[config.mk]
export PLATFORM = sky130hd
export DESIGN_NAME = mux_scan_nt1_flat
export DESIGN_NICKNAME = d
export VERILOG_FILES = /design/src/rtl/mux_scan_nt1_if.sv /design/src/rtl/mux_scan_nt1.sv /design/src/flat_wrapper.sv
export SDC_FILE = /design/constraint.sdc
export NUM_CORES = 1
export LEC_CHECK = 0
export CORE_MARGIN = 1
export CORE_UTILIZATION = 43
export CTS_CLUSTER_DIAMETER = 120
export DETAILED_ROUTE_END_ITERATION = 10
export PLACE_DENSITY = 0.81
export SLEW_MARGIN = 20
export SYNTH_ARGS = -nofsm -noshare
export SYNTH_HDL_FRONTEND = slang
export SYNTH_SLANG_ARGS = --single-unit
[constraint.sdc]
create_clock -name clk -period 2 [get_ports clk]
set_clock_uncertainty 0.15 [all_clocks]
set_input_delay 0.4 -clock clk [delete_from_list [all_inputs] [get_ports clk]]
set_output_delay 0.4 -clock clk [all_outputs]
set_load 0.03 [all_outputs]
[src/rtl/mux_scan_nt1_if.sv]
// Channel bus for mux_scan_nt1; ch_mask is present only when MUX_SCAN_MASK_EN is defined.
// Stimulus side drives data/controls; the mux drives o, cur_sel, o_valid and wrap.
interface mux_scan_nt1_if #(
  parameter int WIDTH = 5,
  parameter int CH    = 4,
  parameter int SEL_W = 2
);
  logic [CH*WIDTH-1:0] din;
  logic [SEL_W-1:0]    sel;
  logic                mode;
  logic                en;
  logic [WIDTH-1:0]    o;
  logic [SEL_W-1:0]    cur_sel;
  logic                o_valid;
  logic                wrap;
`ifdef MUX_SCAN_MASK_EN
  logic [CH-1:0]       ch_mask;

  modport master (output din, sel, mode, en, ch_mask,
                  input  o, cur_sel, o_valid, wrap);
  modport slave  (input  din, sel, mode, en, ch_mask,
                  output o, cur_sel, o_valid, wrap);
`else
  modport master (output din, sel, mode, en,
                  input  o, cur_sel, o_valid, wrap);
  modport slave  (input  din, sel, mode, en,
                  output o, cur_sel, o_valid, wrap);
`endif
endinterface

[src/rtl/mux_scan_nt1.sv]
// N:1 registered mux, direct select or round-robin scan; MUX_SCAN_MASK_EN adds a channel mask for scan.
// Latency 1 cycle; no backpressure, en=0 freezes all state.
module mux_scan_nt1 #(
  parameter int WIDTH    = 5,
  parameter int CH       = 4,
  parameter int SEL_W    = 2,
  parameter int SCAN_DIV = 3
) (
  input  logic          clk,
  input  logic          rst,
  mux_scan_nt1_if.slave bus
);

  localparam logic [0:0] DIRECT = 1'b0;
  localparam logic [0:0] SCAN   = 1'b1;
  localparam int CNT_W = (SCAN_DIV > 1) ? $clog2(SCAN_DIV) : 1;
  localparam logic [CNT_W-1:0] CNT_LAST = CNT_W'(SCAN_DIV - 1);

  logic [0:0]       st, st_n;
  logic [CNT_W-1:0] cnt, cnt_n;
  logic [SEL_W-1:0] ptr, ptr_n, cur_n;
  logic [WIDTH-1:0] o_n;
  logic             v_n, wrap_n;

  logic             sel_ok, live, adv_wrap;
  logic [SEL_W-1:0] load_ptr, adv_ptr;

  function automatic logic [WIDTH-1:0] chan(input logic [CH*WIDTH-1:0] d, input int k);
    chan = '0;
    for (int i = 0; i < CH; i++)
      if (i == k) chan = d[i*WIDTH +: WIDTH];
  endfunction

  assign sel_ok = int'(bus.sel) < CH;

`ifdef MUX_SCAN_MASK_EN
  logic             any_en;
  logic             found;
  logic [SEL_W-1:0] low;

  // Next enabled channel above ptr (wrapping), and lowest enabled for entry loads.
  always_comb begin
    any_en   = |bus.ch_mask;
    found    = 1'b0;
    adv_ptr  = ptr;
    adv_wrap = 1'b0;
    low      = ptr;
    for (int k = 1; k <= CH; k++) begin
      if (!found && bus.ch_mask[(int'(ptr) + k) % CH]) begin
        found    = 1'b1;
        adv_ptr  = SEL_W'((int'(ptr) + k) % CH);
        adv_wrap = ((int'(ptr) + k) % CH) <= int'(ptr);
      end
    end
    for (int k = CH - 1; k >= 0; k--)
      if (bus.ch_mask[k]) low = SEL_W'(k);
    live     = any_en;
    load_ptr = (sel_ok && bus.ch_mask[bus.sel]) ? bus.sel : low;
  end
`else
  always_comb begin
    live     = 1'b1;
    load_ptr = sel_ok ? bus.sel : '0;
    adv_wrap = int'(ptr) == CH - 1;
    adv_ptr  = adv_wrap ? '0 : ptr + SEL_W'(1);
  end
`endif

  always_comb begin
    st_n   = st;
    cnt_n  = cnt;
    ptr_n  = ptr;
    cur_n  = bus.cur_sel;
    o_n    = bus.o;
    v_n    = bus.o_valid;
    wrap_n = 1'b0;
    if (bus.en) begin
      if (!bus.mode) begin
        st_n  = DIRECT;
        cnt_n = '0;
        cur_n = bus.sel;
        v_n   = sel_ok;
        o_n   = sel_ok ? chan(bus.din, int'(bus.sel)) : '0;
      end else begin
        st_n = SCAN;
        if (st == DIRECT) begin
          ptr_n = load_ptr;
          cnt_n = '0;
        end else if (!live) begin
          cnt_n = '0;
        end else if (cnt == CNT_LAST) begin
          cnt_n  = '0;
          ptr_n  = adv_ptr;
          wrap_n = adv_wrap;
        end else begin
          cnt_n = cnt + CNT_W'(1);
        end
        // Data is re-registered every enabled cycle so mid-dwell input changes show up.
        cur_n = ptr_n;
        v_n   = live;
        o_n   = live ? chan(bus.din, int'(ptr_n)) : '0;
      end
    end
  end

  always_ff @(posedge clk or posedge rst) begin
    if (rst) begin
      st          <= DIRECT;
      cnt         <= '0;
      ptr         <= '0;
      bus.o       <= '0;
      bus.cur_sel <= '0;
      bus.o_valid <= 1'b0;
      bus.wrap    <= 1'b0;
    end else begin
      st          <= st_n;
      cnt         <= cnt_n;
      ptr         <= ptr_n;
      bus.o       <= o_n;
      bus.cur_sel <= cur_n;
      bus.o_valid <= v_n;
      bus.wrap    <= wrap_n;
    end
  end

endmodule
[src/flat_wrapper.sv]
// flat-port wrapper written by rule: the top's interface ports become plain ports
module mux_scan_nt1_flat 
#(
  parameter int WIDTH    = 5,
  parameter int CH       = 4,
  parameter int SEL_W    = 2,
  parameter int SCAN_DIV = 3
)
  (clk, rst, bus_din, bus_sel, bus_mode, bus_en, bus_o, bus_cur_sel, bus_o_valid, bus_wrap);
  mux_scan_nt1_if #(.WIDTH(WIDTH), .CH(CH), .SEL_W(SEL_W)) bus_i ();
  input  logic clk;
  input  logic rst;
  input wire logic [$bits(bus_i.din)-1:0] bus_din;
  input wire logic [$bits(bus_i.sel)-1:0] bus_sel;
  input wire logic [$bits(bus_i.mode)-1:0] bus_mode;
  input wire logic [$bits(bus_i.en)-1:0] bus_en;
  output wire logic [$bits(bus_i.o)-1:0] bus_o;
  output wire logic [$bits(bus_i.cur_sel)-1:0] bus_cur_sel;
  output wire logic [$bits(bus_i.o_valid)-1:0] bus_o_valid;
  output wire logic [$bits(bus_i.wrap)-1:0] bus_wrap;
  assign bus_i.din = bus_din;
  assign bus_i.sel = bus_sel;
  assign bus_i.mode = bus_mode;
  assign bus_i.en = bus_en;
  assign bus_o = bus_i.o;
  assign bus_cur_sel = bus_i.cur_sel;
  assign bus_o_valid = bus_i.o_valid;
  assign bus_wrap = bus_i.wrap;
  mux_scan_nt1 #(.WIDTH(WIDTH), .CH(CH), .SEL_W(SEL_W), .SCAN_DIV(SCAN_DIV)) u_core (.clk(clk), .rst(rst), .bus(bus_i));
endmodule
==> results_dict.tcl, run 1 <==
set metrics [dict create \
    synth_edf_count 0 \
    vias 926 \
    fin_tns_setup_ps 0 \
    worst_ep_arrival_time_ps 1940 \
    switchingPower_uw 310 \
    clock-sinks 14 \
    grt_max_degree 21 \
    nets 168 \
    pwr-share-comb_pct 40.9 \
    htreeDepth 1 \
    period_needed_ps 1920 \
    pre_cts_ws_ps -103 \
    globalRouteTotalUtil_pct 21.0 \
    hold_path_class "in2async" \
    status "complete, no violations" \
    drtPass1Iterations 6 \
    num_antenna_cells 0 \
    synth_common_cells "dfrtp_1, o21ai_0, inv_1, mux2i_1" \
    via_per_inst 5.51 \
    start_util_pct 45.4 \
    core_um2 2210 \
    syn_to_final_growth_pct 44.9 \
    place.detailed.hpwl_um 1890 \
    ios 35 \
    synth_top_area_share_pct 34.9 \
    async_flop_share_pct 100 \
    place_area_um2 1400 \
    wl_per_cell_um 15.0 \
    drc 0 \
    synth_fp_nets 126 \
    die_width_um 50.3 \
    drive_gt1_share_pct 22.9 \
    rrSetupSlack_ps 80 \
    drt_iter0_drc 11 \
    synth_top_flop_cell "dfrtp_1" \
    setup_violations 0 \
    clk_path_buf_depth 2 \
    ir_drop_mv 0.466 \
    syn_inst 99 \
    slowest_stage "dfrtp_1" \
    power.leakage_uw 0.000601 \
    synth_most_common_cell "dfrtp_1" \
    grt_pass1_wl_um 3930 \
    dp.cells 163 \
    endpoint_kind "register" \
    portBuffers 34 \
    path_clk_slew_ps 90 \
    p_clk_share_pct 22.0 \
    path_common_cell "buf_4" \
    slew_violations 0 \
    final_cell_area_um2 1450 \
    clock_latency_ps 280 \
    synth_cell_type_count 27 \
    intPower_uw 632 \
    cp_cell_sequence "ha_1 > nand4b_1 > o221ai_4 > buf_4 > buf_4 > a211oi_2 > o21ai_1" \
    ys.warnings.count 0 \
    sw_frac_of_total_pct 32.9 \
    cts_hold_repair.buffers 0 \
    ys_ff_latch 14 \
    start_kind "register" \
    drt_wl_total_um 2520 \
    drv_cap 0 \
    cts_tree "built" \
    gp_congestion 0.837 \
    cpPeakStageDelay_ps 420 \
    worstSetupPathType "reg2reg" \
    clock-root-buffer "clkbuf_4" \
    synthTopCellsByArea "dfrtp_1, mux4_2, mux2i_1" \
    max_slew_margin_pct 65.2 \
    rows 17 \
    power_density_nw_per_um2 648 \
    r2r_cells 7 \
    dieArea_um2 2530 \
    stdcell_count 168 \
    netlist_area_um2 1000 \
    hold_ws_ps 295 \
    seq_area_frac_synth_pct 34.9 \
    synth_top_area_cell "dfrtp_1" \
    cp_max_fo 7 \
    final.setup.worst_slack_ps 82.4 \
    ant_nets 0 \
    cts_buffers 3 \
    max_slew.worst_pin.slew_ps 522 \
    syn_area_per_cell_um2 10.1 \
    die_y_um 50.3 \
    final_hold_viol_count 0 \
    grt_pass1_vias 914 \
    seq_power_share_pct 37.1 \
    grt_remaining_overflow 0 \
    fin_crit_sh_pct 95.9 \
    required_ps 2020 \
    antenna_found_initial 0 \
    fmax_mhz 521 \
]
[area by class of cell]
| type | count | area, um2 |
|---|---|---|
| Sequential cell | 14 | 350 |
| Timing Repair Buffer | 45 | 423 |
| Fill cell | 204 | 758 |
| Multi-Input combinational cell | 67 | 572 |
| Tap cell | 28 | 35.0 |
| Clock buffer | 4 | 36.3 |
| Inverter | 10 | 37.5 |
[layer usage]
layer,part of all wire [%],vias up,track usage (%)
li1,-,441,-
met1,45,456,25.7
met2,51,29,35.1
met3,4.4,0,6.36
met4,0,0,6.94
met5,0,-,0
[per-stage QoR]
| step | utilization, % | total power [uW] |
|---|---|---|
| 2_1_floorplan | - | 575 |
| 3_3_place_gp | 63.3 | 709 |
| 3_5_place_dp | 63.3 | 725 |
| 4_1_cts | 64.9 | 936 |
| 5_1_grt | 65.7 | 1000 |
| 6_report | 65.7 | 942 |
[flip-flops by register name, indices dropped and copies added (netlist names)]
register,flops
u_core.ptr,2
u_core.st,1
u_core.bus.cur_sel,2
u_core.bus.wrap,1
u_core.bus.o,5
u_core.cnt,2
u_core.bus.o_valid,1
[power groups by stage]
| stage | Clock (uW) | Combinational (uW) | Sequential [uW] |
|---|---|---|---|
| after CTS | 215 | 370 | 351 |
| after global placement | 0 | 356 | 353 |
| after floorplan | 0 | 190 | 385 |
| after global routing | 229 | 415 | 355 |
| final | 207 | 385 | 350 |
| after detailed placement | 0 | 370 | 356 |
[worst max-delay path: cells and delay by family, from the launching register on]
| family | cells | cell delay, ps |
|---|---|---|
| AO/OA/AOI/OAI | 3 | 450 |
| flip-flops | 1 | 420 |
| AND/OR/NAND/NOR | 1 | 140 |
| buffers and inverters | 2 | 340 |
| adder cells (fa/ha/maj) | 1 | 310 |
[path summary, 6_finish.rpt]
check                                   start                 end
min                                       rst       u_core.ptr[0]
min in group clk           u_core.bus.o_valid  u_core.bus.o_valid
max in group asynchronous                 rst       u_core.cnt[0]
max reg2reg                     u_core.ptr[0]     u_core.bus.o[4]
max                             u_core.ptr[0]     u_core.bus.o[4]
min reg2reg                u_core.bus.o_valid  u_core.bus.o_valid
[cell usage in the layout, fill, tap and decap left out, drive strengths merged, types with 3 or more instances in the layout]
| master | instances |
|---|---|
| nor2b | 5 |
| a21o | 5 |
| buf | 11 |
| clkdlybuf4s50 | 34 |
| nor2 | 4 |
| a211oi | 5 |
| o21ai | 18 |
| clkbuf | 4 |
| mux2i | 8 |
| a21oi | 3 |
| nand2 | 3 |
| inv | 10 |
| dfrtp | 14 |
| mux4 | 5 |
[what timing repair did]
item                                    in CTS  in global routing
buffers inserted                             0                  1
endpoints found under the setup margin       0                  2
gates resized for setup                      0                  2
[kinds of logic after synthesis]
| kind of cell | synth area share [%] |
|---|---|
| and+or+nand+nor | 12.3 |
| DFF | 34.9 |
| buffers and inverters | 9.10 |
| adders and majority gates | 1.25 |
| AOI/OAI and AO/OA | 20.9 |
| muxes | 21.4 |
Power figures use the tool's default switching activity.
==> run 2, diff against run 1 <==
--- a/config.mk
+++ b/config.mk
@@ -6,10 +6,10 @@
 export NUM_CORES = 1
 export LEC_CHECK = 0
 export CORE_MARGIN = 1
-export CORE_UTILIZATION = 43
+export CORE_UTILIZATION = 44
 export CTS_CLUSTER_DIAMETER = 120
 export DETAILED_ROUTE_END_ITERATION = 10
-export PLACE_DENSITY = 0.81
+export PLACE_DENSITY = 0.82
 export SLEW_MARGIN = 20
 export SYNTH_ARGS = -nofsm -noshare
 export SYNTH_HDL_FRONTEND = slang
==> results_dict.tcl, run 2 (synthesis results as in run 1) <==
set metrics [dict create \
    final_hold_viol_count 0 \
    antenna_found_initial 0 \
    portBuffers 34 \
    drt_wl_total_um 2470 \
    layout_commonest_cell "clkdlybuf4s50_1" \
    die_y_um 49.8 \
    setup_violations 0 \
    slew_violations 0 \
    grt_remaining_overflow 0 \
    total_power_uw 936 \
    post_cts_resized 0 \
    worstSetupPathType "reg2reg" \
    drtPass1Iterations 4 \
    endpoint_kind "register" \
    fin_tns_setup_ps 0 \
    num_antenna_cells 0 \
    dp.cells 163 \
    finalCoreUtilization_pct 71.3 \
    fmax_mhz 517 \
    worstReg2RegStart "u_core.ptr[0]" \
    cts_buffers 3 \
    hold_path_class "in2async" \
    layout_common_cells "clkdlybuf4s50_1, dfrtp_1, o21ai_0" \
    die_width_um 49.8 \
    start_kind "register" \
    worst_ep_arrival_time_ps 1960 \
    drt_iter0_drc 29 \
    stdcell_count 167 \
    drc 0 \
    clock-sinks 14 \
    power_density_nw_per_um2 643 \
    cts_hold_repair.buffers 0 \
    place.detailed.hpwl_um 1880 \
    grt_pass1_vias 914 \
    vias 896 \
    fillCellCount 160 \
    cp-startpoint "u_core.ptr[0]" \
    clock-root-buffer "clkbuf_4" \
    nets 168 \
    max_slew_margin_pct 64.0 \
    fin_crit_sh_pct 96.8 \
    core_um2 2040 \
    rows 16 \
    required_ps 2030 \
    cts_tree "built" \
    wl_per_cell_um 14.8 \
    drv_cap 0 \
    ios 35 \
    largest_register_ffs 5 \
    syn_to_final_growth_pct 45.0 \
    grt_pass1_wl_um 4200 \
    path_clk_slew_ps 90 \
    dieArea_um2 2480 \
    period_needed_ps 1940 \
    largest-register "u_core.bus.o" \
    htreeDepth 1 \
    globalRouteTotalUtil_pct 23.2 \
    cp_max_fo 5 \
    clk_path_buf_depth 2 \
    hold_ws_ps 293 \
    gp_congestion 0.805 \
    rsz0062_at_grt "true" \
    clock_latency_ps 290 \
    ant_nets 0 \
    ir_drop_mv 0.505 \
    power.leakage_uw 0.000603 \
    status "complete, no violations" \
    start_util_pct 49.1 \
    drive_gt1_share_pct 21.4 \
    max_slew.worst_pin.slew_ps 539 \
    via_per_inst 5.37 \
    grt_max_degree 15 \
    cts_setup_buffers 0 \
]
==> run 2: routing by layer <==
layer | vias up | global-route usage [%] | wire length (um)
li1 | 435 | - | -
met1 | 423 | 29.5 | 1000
met2 | 32 | 39.0 | 1280
met3 | 6 | 3.40 | 131
met4 | 0 | 10.0 | 50
met5 | - | 0 | 0
==> run 2: worst paths after layout <==
kind                            cells after the start            endpoint  slack [ps]
worst min register to register                      1  u_core.bus.o_valid         330
worst max register to register                      7     u_core.bus.o[0]          60
min in group clk                                    1  u_core.bus.o_valid         330
max in group asynchronous                           2     u_core.bus.o[1]        1050
worst min-delay path                                2  u_core.bus.o_valid         290
worst max-delay path                                7     u_core.bus.o[0]          60
==> run 2: area by class of cell <==
cell class                 count  area (um2)  area share [%]
tap                           27        33.8            2.32
multi-input combinational     67         562            38.6
sequential                    14         350            24.1
inverter                      10        37.5            2.58
timing repair buffer          45         435            29.9
clock buffer                   4        36.3            2.49
==> run 2: metrics by stage <==
step	setup WS (ps)	area (um2)
3_5_place_dp	-111	1420
6_report	63.9	1460
3_3_place_gp	-65.4	1420
4_1_cts	48.5	1460
5_1_grt	-1.57	1460
2_1_floorplan	297	1000
==> run 2: where the power goes <==
group / internal [uW] / switching, uW
clock network: 111 / 98.0
registers: 318 / 29.9
logic: 205 / 175
total: 633 / 303
==> run 2: critical path: stages (launching register included) <==
cell and delay [ps]:
dfrtp_1 410, ha_1 300, nand4b_1 140, o221ai_4 130, buf_4 180, buf_4 150, a211oi_1 260, o21ai_1 90
==> run 3, diff against run 2 <==
--- a/config.mk
+++ b/config.mk
@@ -5,7 +5,7 @@
 export SDC_FILE = /design/constraint.sdc
 export NUM_CORES = 1
 export LEC_CHECK = 0
-export CORE_MARGIN = 1
+export CAP_MARGIN = 20
 export CORE_UTILIZATION = 44
 export CTS_CLUSTER_DIAMETER = 120
 export DETAILED_ROUTE_END_ITERATION = 10
==> results of run 3 <==
Final layout, timing and power as in run 2 (identical DEF).
